<file path="config.mk">
export PLATFORM = sky130hd
export DESIGN_NAME = adc_capture_control_flat
export DESIGN_NICKNAME = d
export VERILOG_FILES = /design/src/rtl/adc_capture_control_if.sv /design/src/rtl/adc_capture_control.sv /design/src/flat_wrapper.sv
export SDC_FILE = /design/constraint.sdc
export NUM_CORES = 1
export LEC_CHECK = 0
export CAP_MARGIN = 20
export CORE_UTILIZATION = 30
export CTS_BUF_LIST = sky130_fd_sc_hd__clkbuf_8
export DETAILED_ROUTE_END_ITERATION = 16
export PLACE_DENSITY = 0.53
export SYNTH_ARGS = -nofsm -noshare
export SYNTH_HDL_FRONTEND = slang
export SYNTH_SLANG_ARGS = --single-unit
</file>
<file path="constraint.sdc">
create_clock -name adcCLK -period 4.1 [get_ports adcCLK]
set_input_delay 0.82 -clock adcCLK [delete_from_list [all_inputs] [get_ports adcCLK]]
set_output_delay 0.82 -clock adcCLK [all_outputs]
set_load 0.1 [all_outputs]
</file>
<file path="src/rtl/adc_capture_control_if.sv">
// rtl/adc_capture_control_if.sv - trigger, ADC sample, capture RAM and ARM interrupt signal bundle
//
// Ports (grouped signals):
//   iTrigLine / oTrigAck         trigger level from tx controller and its one-cycle ack
//   iAdcData / iAdcValid         ADC sample word and its qualifier
//   oRamWrEn/oRamWrAddr/oRamWrData  capture RAM write port
//   oArmInterrupt                interrupt request to ARM
//   iArmInterruptComms           bit7 = armAwake, bit0 = releasedByArm
// Modports: slave = capture engine view, master = driving environment view.
interface adc_capture_control_if #(
  parameter int ADDR_W = 15,
  parameter int DATA_W = 32
) ();
  logic              iTrigLine;
  logic              oTrigAck;
  logic [DATA_W-1:0] iAdcData;
  logic              iAdcValid;
  logic              oRamWrEn;
  logic [ADDR_W-1:0] oRamWrAddr;
  logic [DATA_W-1:0] oRamWrData;
  logic              oArmInterrupt;
  logic [7:0]        iArmInterruptComms;

  modport slave (
    input  iTrigLine, iAdcData, iAdcValid, iArmInterruptComms,
    output oTrigAck, oRamWrEn, oRamWrAddr, oRamWrData, oArmInterrupt
  );

  modport master (
    output iTrigLine, iAdcData, iAdcValid, iArmInterruptComms,
    input  oTrigAck, oRamWrEn, oRamWrAddr, oRamWrData, oArmInterrupt
  );
endinterface

</file>
<file path="src/rtl/adc_capture_control.sv">
// rtl/adc_capture_control.sv - triggered ADC capture engine with ARM handshake
//
// Ports:
//   adcCLK        sole clock
//   rcvRST        asynchronous active-high reset
//   bus           trigger / sample / RAM write / interrupt bundle (slave side)
//   iRecEnable    1 = armed, 0 = abort to IDLE
//   iRecLength    samples per capture, latched at trigger
//   iRecDelay     cycles from trigger acceptance to first sample, latched at trigger
//   iTimeout      cycle limit for the ARM handshake
//   oSampleCount  samples written in current/last capture
//   oTrigMissed   sticky: trigger seen while not ARMED
//   oState        current state encoding
module adc_capture_control #(
  parameter int ADDR_W = 15,
  parameter int DATA_W = 32
) (
  input  logic                adcCLK,
  input  logic                rcvRST,
  adc_capture_control_if.slave bus,
  input  logic                iRecEnable,
  input  logic [ADDR_W-1:0]   iRecLength,
  input  logic [15:0]         iRecDelay,
  input  logic [31:0]         iTimeout,
  output logic [ADDR_W-1:0]   oSampleCount,
  output logic                oTrigMissed,
  output logic [2:0]          oState
);

  typedef enum logic [2:0] {
    IDLE         = 3'd0,
    ARMED        = 3'd1,
    DELAY        = 3'd2,
    CAPTURE      = 3'd3,
    NOTIFY       = 3'd4,
    WAIT_RELEASE = 3'd5,
    ERROR        = 3'd6
  } stateT;

  stateT             state, stateNext;
  logic              trigPrev;
  logic              trigEvent;
  logic              trigAck;
  logic [ADDR_W-1:0] recLen;
  logic [15:0]       delayCnt;
  logic [31:0]       timer;
  logic              wrEn;
  logic [ADDR_W-1:0] wrAddr;
  logic [DATA_W-1:0] wrData;
  logic              acceptTrig;
  logic              doWrite;
  logic              timeoutHit;
  logic [ADDR_W-1:0] countPlusOne;
  logic              armAwake;
  logic              releasedByArm;
  logic              unusedCommsBits;

  assign armAwake        = bus.iArmInterruptComms[7];
  assign releasedByArm   = bus.iArmInterruptComms[0];
  assign unusedCommsBits = ^bus.iArmInterruptComms[6:1];

  // Rising edge of the level trigger; a held-high line produces one event only.
  assign trigEvent    = bus.iTrigLine & ~trigPrev;
  assign countPlusOne = oSampleCount + ADDR_W'(1);
  // Counting the cycle about to elapse lets ERROR land exactly iTimeout cycles after NOTIFY entry.
  assign timeoutHit   = (timer + 32'd1) >= iTimeout;

  always_ff @(posedge adcCLK or posedge rcvRST) begin
    if (rcvRST) state <= IDLE;
    else        state <= stateNext;
  end

  always_comb begin
    stateNext  = state;
    acceptTrig = 1'b0;
    doWrite    = 1'b0;
    if (!iRecEnable) begin
      stateNext = IDLE;
    end else begin
      case (state)
        IDLE:    stateNext = ARMED;
        ARMED: begin
          if (trigEvent) begin
            acceptTrig = 1'b1;
            if (iRecLength == '0)     stateNext = NOTIFY;
            else if (iRecDelay == '0) stateNext = CAPTURE;
            else                      stateNext = DELAY;
          end
        end
        DELAY:   if (delayCnt <= 16'd1) stateNext = CAPTURE;
        CAPTURE: begin
          if (bus.iAdcValid) begin
            doWrite = 1'b1;
            if (countPlusOne == recLen) stateNext = NOTIFY;
          end
        end
        // A timeout outranks a handshake arriving on the same cycle.
        NOTIFY: begin
          if (timeoutHit)    stateNext = ERROR;
          else if (armAwake) stateNext = WAIT_RELEASE;
        end
        WAIT_RELEASE: begin
          if (timeoutHit)         stateNext = ERROR;
          else if (releasedByArm) stateNext = ARMED;
        end
        ERROR:   stateNext = ERROR;
        default: stateNext = IDLE;
      endcase
    end
  end

  always_ff @(posedge adcCLK or posedge rcvRST) begin
    if (rcvRST) begin
      trigPrev     <= 1'b0;
      trigAck      <= 1'b0;
      recLen       <= '0;
      delayCnt     <= '0;
      timer        <= '0;
      wrEn         <= 1'b0;
      wrAddr       <= '0;
      wrData       <= '0;
      oSampleCount <= '0;
      oTrigMissed  <= 1'b0;
    end else begin
      trigPrev <= bus.iTrigLine;
      trigAck  <= trigEvent;
      wrEn     <= 1'b0;

      // Setting wins over the arm-time clear so a trigger on that edge is not lost.
      if (trigEvent && state != ARMED)                 oTrigMissed <= 1'b1;
      else if (state == IDLE && stateNext == ARMED)    oTrigMissed <= 1'b0;

      if (acceptTrig) begin
        recLen       <= iRecLength;
        delayCnt     <= iRecDelay;
        oSampleCount <= '0;
      end else if (state == DELAY) begin
        delayCnt <= delayCnt - 16'd1;
      end

      if (doWrite) begin
        wrEn         <= 1'b1;
        wrAddr       <= oSampleCount;
        wrData       <= bus.iAdcData;
        oSampleCount <= countPlusOne;
      end

      if (state != NOTIFY && stateNext == NOTIFY)
        timer <= '0;
      else if (state == NOTIFY || state == WAIT_RELEASE)
        timer <= timer + 32'd1;
    end
  end

  assign bus.oTrigAck      = trigAck;
  assign bus.oRamWrEn      = wrEn;
  assign bus.oRamWrAddr    = wrAddr;
  assign bus.oRamWrData    = wrData;
  // Dropping enable silences the interrupt at once rather than a cycle later.
  assign bus.oArmInterrupt = (state == NOTIFY) && iRecEnable;
  assign oState            = state;

endmodule

</file>
<file path="src/flat_wrapper.sv">
// flat-port wrapper written by rule: the top's interface ports become plain ports
module adc_capture_control_flat 
#(
  parameter int ADDR_W = 15,
  parameter int DATA_W = 32
)
  (adcCLK, rcvRST, iRecEnable, iRecLength, iRecDelay, iTimeout, oSampleCount, oTrigMissed, oState, bus_iTrigLine, bus_iAdcData, bus_iAdcValid, bus_iArmInterruptComms, bus_oTrigAck, bus_oRamWrEn, bus_oRamWrAddr, bus_oRamWrData, bus_oArmInterrupt);
  adc_capture_control_if #(.ADDR_W(ADDR_W), .DATA_W(DATA_W)) bus_i ();
  input  logic adcCLK;
  input  logic rcvRST;
  input  logic iRecEnable;
  input  logic [ADDR_W-1:0] iRecLength;
  input  logic [15:0] iRecDelay;
  input  logic [31:0] iTimeout;
  output logic [ADDR_W-1:0] oSampleCount;
  output logic oTrigMissed;
  output logic [2:0] oState;
  input wire logic [$bits(bus_i.iTrigLine)-1:0] bus_iTrigLine;
  input wire logic [$bits(bus_i.iAdcData)-1:0] bus_iAdcData;
  input wire logic [$bits(bus_i.iAdcValid)-1:0] bus_iAdcValid;
  input wire logic [$bits(bus_i.iArmInterruptComms)-1:0] bus_iArmInterruptComms;
  output wire logic [$bits(bus_i.oTrigAck)-1:0] bus_oTrigAck;
  output wire logic [$bits(bus_i.oRamWrEn)-1:0] bus_oRamWrEn;
  output wire logic [$bits(bus_i.oRamWrAddr)-1:0] bus_oRamWrAddr;
  output wire logic [$bits(bus_i.oRamWrData)-1:0] bus_oRamWrData;
  output wire logic [$bits(bus_i.oArmInterrupt)-1:0] bus_oArmInterrupt;
  assign bus_i.iTrigLine = bus_iTrigLine;
  assign bus_i.iAdcData = bus_iAdcData;
  assign bus_i.iAdcValid = bus_iAdcValid;
  assign bus_i.iArmInterruptComms = bus_iArmInterruptComms;
  assign bus_oTrigAck = bus_i.oTrigAck;
  assign bus_oRamWrEn = bus_i.oRamWrEn;
  assign bus_oRamWrAddr = bus_i.oRamWrAddr;
  assign bus_oRamWrData = bus_i.oRamWrData;
  assign bus_oArmInterrupt = bus_i.oArmInterrupt;
  adc_capture_control #(.ADDR_W(ADDR_W), .DATA_W(DATA_W)) u_core (.adcCLK(adcCLK), .rcvRST(rcvRST), .bus(bus_i), .iRecEnable(iRecEnable), .iRecLength(iRecLength), .iRecDelay(iRecDelay), .iTimeout(iTimeout), .oSampleCount(oSampleCount), .oTrigMissed(oTrigMissed), .oState(oState));
endmodule
</file>
==> results of run 1 <==
## Yosys cell counts (5+ instances only)
cell type | number | share of area (%)
nand2_1 | 252 | 12
dfrtp_1 | 132 | 43
nor2_1 | 53 | 2.6
a21oi_1 | 50 | 3.2
inv_1 | 45 | 2.2
xnor2_1 | 43 | 4.9
o21ai_0 | 40 | 2.6
xor2_1 | 39 | 4.4
ha_1 | 36 | 5.8
nand3_1 | 28 | 1.8
clkbuf_1 | 24 | 1.2
nand4_1 | 19 | 1.5
nor3_1 | 17 | 1.1
nor4_1 | 16 | 1.3
and3_1 | 10 | 0.81
buf_6 | 8 | 1.2
o31ai_1 | 8 | 0.78
a221o_1 | 6 | 0.78
a21o_1 | 5 | 0.48
and2_1 | 5 | 0.40
nand2b_1 | 5 | 0.40
## flip-flops by register name, summed over array words and instances (netlist names), 3 cells and up
signal,flops
u_core.bus.oRamWrAddr,15
u_core.recLen,15
u_core.bus.oRamWrData,32
u_core.timer,32
u_core.oState,3
u_core.oSampleCount,15
u_core.delayCnt,16
## timing repair
action	4_1_cts	5_1_grt
hold buffers	0	0
gates resized for setup	0	4
setup endpoints to repair	0	33
buffers inserted	0	1
## where the power goes
part	internal (mW)	total (mW)	switching (mW)
sequential	1.47	1.63	0.156
clock	0.509	1.11	0.600
combinational	0.596	1.71	1.12
## routing by layer
metal	GRT usage (%)	wire length, µm	vias up
met5	0	0	-
met2	26.56	10150	136
li1	-	-	3449
met4	3.611	172	0
met3	3.514	946	9
met1	22.16	10050	3209
## path summary, 6_finish.rpt
path | from | endpoint | slack (ps) | cells past startpoint
setup / recovery | u_core.timer[1] | u_core.timer[9] | 320 | 18
hold / removal | u_core.trigPrev | u_core.bus.oTrigAck | 470 | 1
setup reg to reg | u_core.timer[1] | u_core.timer[9] | 320 | 18
hold reg to reg | u_core.trigPrev | u_core.bus.oTrigAck | 470 | 1
max in group asynchronous | rcvRST | u_core.delayCnt[9] | 2480 | 3
min in group asynchronous | rcvRST | u_core.bus.oRamWrData[4] | 850 | 2
## area by class of cell
| class | instances | area [µm²] | area share [%] |
|---|---|---|---|
| Tap cell | 330 | 412.9 | 4.017 |
| Multi-Input combinational cell | 697 | 4055 | 39.45 |
| Clock buffer | 17 | 234.0 | 2.276 |
| Timing Repair Buffer | 194 | 1938 | 18.86 |
| Clock inverter | 15 | 160.2 | 1.558 |
| Sequential cell | 132 | 3306 | 32.16 |
| Inverter | 45 | 172.7 | 1.680 |
## cell families after synthesis
| logic type | Yosys count | synth area share, % |
|---|---|---|
| buffers and inverters | 86 | 5.393 |
| muxes | 3 | 0.3875 |
| AOI/OAI and AO/OA | 144 | 11.66 |
| and+or+nand+nor | 432 | 24.85 |
| DFF | 132 | 42.63 |
| xor gates and xnor gates | 82 | 9.269 |
| adders and majority gates | 36 | 5.813 |
## stage by stage
step,hold slack (ps),total power [mW],cell area [µm²]
floorplan,415.2,2.871,7757
global placement,437.9,3.354,9827
detailed placement,452.4,3.374,9827
CTS,466.9,4.513,10220
global route,487.3,4.743,10280
finish,470.5,4.451,10280
## worst max-delay path, delay by kind of cell (launching register included)
family | cells | cell delay (ps)
buf+inv | 2 | 340
fa+ha+maj | 2 | 520
xor+xnor | 1 | 80
simple gates | 9 | 1730
compound gates | 4 | 580
flops | 1 | 390
==> results.yml, run 1 <==
cts:
  root_buffer: "clkbuf_8"
  clk_latency_ps: 440
  clockBufferDepth: 2
  cts_sinks: 132
  cts_tree: "yes"
  cts-buffers-inserted: 17
  cts_max_level: 4
  clkTransAtPathRegs_ps: 80
die:
  die_area_um2: 26480
  io_pins: 177
  fp-row-count: 58
  die_h_um: 162.7
  core_area_um2: 25250
  die_x_um: 162.7
  start_util_pct: 30.68
logic_synthesis:
  synth-main-ff-cell: "dfrtp_1"
  synth_area_per_cell_um2: 8.469
  synth_fp_nets: 1059
  yosysUniqueCellTypes: 60
  synthCells: 915
  synth_seq_cells: 132
  synth_edf_count: 0
  synthArstFlopShare_pct: 100.0
  seq_area_frac_synth_pct: 42.63
  syn_area_um2: 7749
  yosys_warnings: 0
critical_path:
  max_stage_delay_ps: 560
  cpMaxStageDelayCell: "or4_1"
  worstPathArrival_ps: 4090
  cp.required_ps: 4400
  critPathMaxFanout: 17
  critical_path_class: "register to register"
  path_cells: "ha_1 -> nand3_1 -> nor4_2 -> nand3_1 -> nor2_1 -> nand2_1 -> nor2_1 -> xor2_1 -> ha_1 -> nand4_1 -> or4_1 -> a21oi_1 -> o31a_1 -> nor3_1 -> o22ai_2 -> buf_4 -> buf_12 -> a21oi_1"
  critPathCaptureType: "register"
  cp-start-kind: "register"
power:
  power.density_nw_per_um2: 433.1
  ir_drop_uv: 246.1
  cellLeakagePower_nw: 4.624
route:
  drt-initial-drc-count: 330
  num_vias: 6803
  avgRoutedWirePerCell_um: 14.90
  drc: 0
  dr.pass1.iters: 4
  avgViaCountPerCell: 4.757
  routed_wl_mm: 21.31
  ant_nets: 0
global_route:
  grt_pass1_wl_mm: 34.56
  grt_pass1_vias: 6692
  grt_max_degree: 70
  overflow: 0
  grt_antenna_before_repair: 0
  track_usage_pct: 16.35
job:
  cap_violations: 0
sta:
  fin_crit_sh_pct: 92.25
  fin_tns_setup_ps: 0
  tightestPinTransition_ps: 1017
  setup_violations: 0
  hold_viol_final: 0
  final_max_slew_viol_count: 0
  max_freq_ghz: 0.2644
  slew_headroom_pct: 32.01
  skew_ps: 13.15
  rsz0062_at_grt: "false"
  fin_ws_ps: 317.9
  fin_crit_ps: 3782
layout:
  final_net_count: 1231
  fin_util_pct: 40.70
  antennaDiodeCount: 0
  drive_gt1_share_pct: 7.091
  synthToLayoutAreaGrowth_pct: 32.65
  stdcell_count: 1430
  nFillCells: 2606
  final_cell_mix: "nand2_1, clkdlybuf4s50_1, dfrtp_1"
  layout_commonest_cell: "nand2_1"
placement:
  gp_congestion: 0.8388
  port_buffers: 170
  dp_cells: 1395
  place_hpwl_mm: 15.13
  dp_slack_ps: 163.6
hold_path:
  worstHoldPathType: "register to register"
status:
  status: "finished, final reports clean"
(Power assumes the default switching activity.)
==> inputs of run 2 (changes only) <==
--- a/config.mk
+++ b/config.mk
@@ -5,6 +5,7 @@
 export SDC_FILE = /design/constraint.sdc
 export NUM_CORES = 1
 export LEC_CHECK = 0
+export ABC_CLOCK_PERIOD_IN_PS = 4100
 export CAP_MARGIN = 20
 export CORE_UTILIZATION = 30
 export CTS_BUF_LIST = sky130_fd_sc_hd__clkbuf_8
==> results of run 2 <==
Final layout, timing and power as in run 1 (identical DEF).
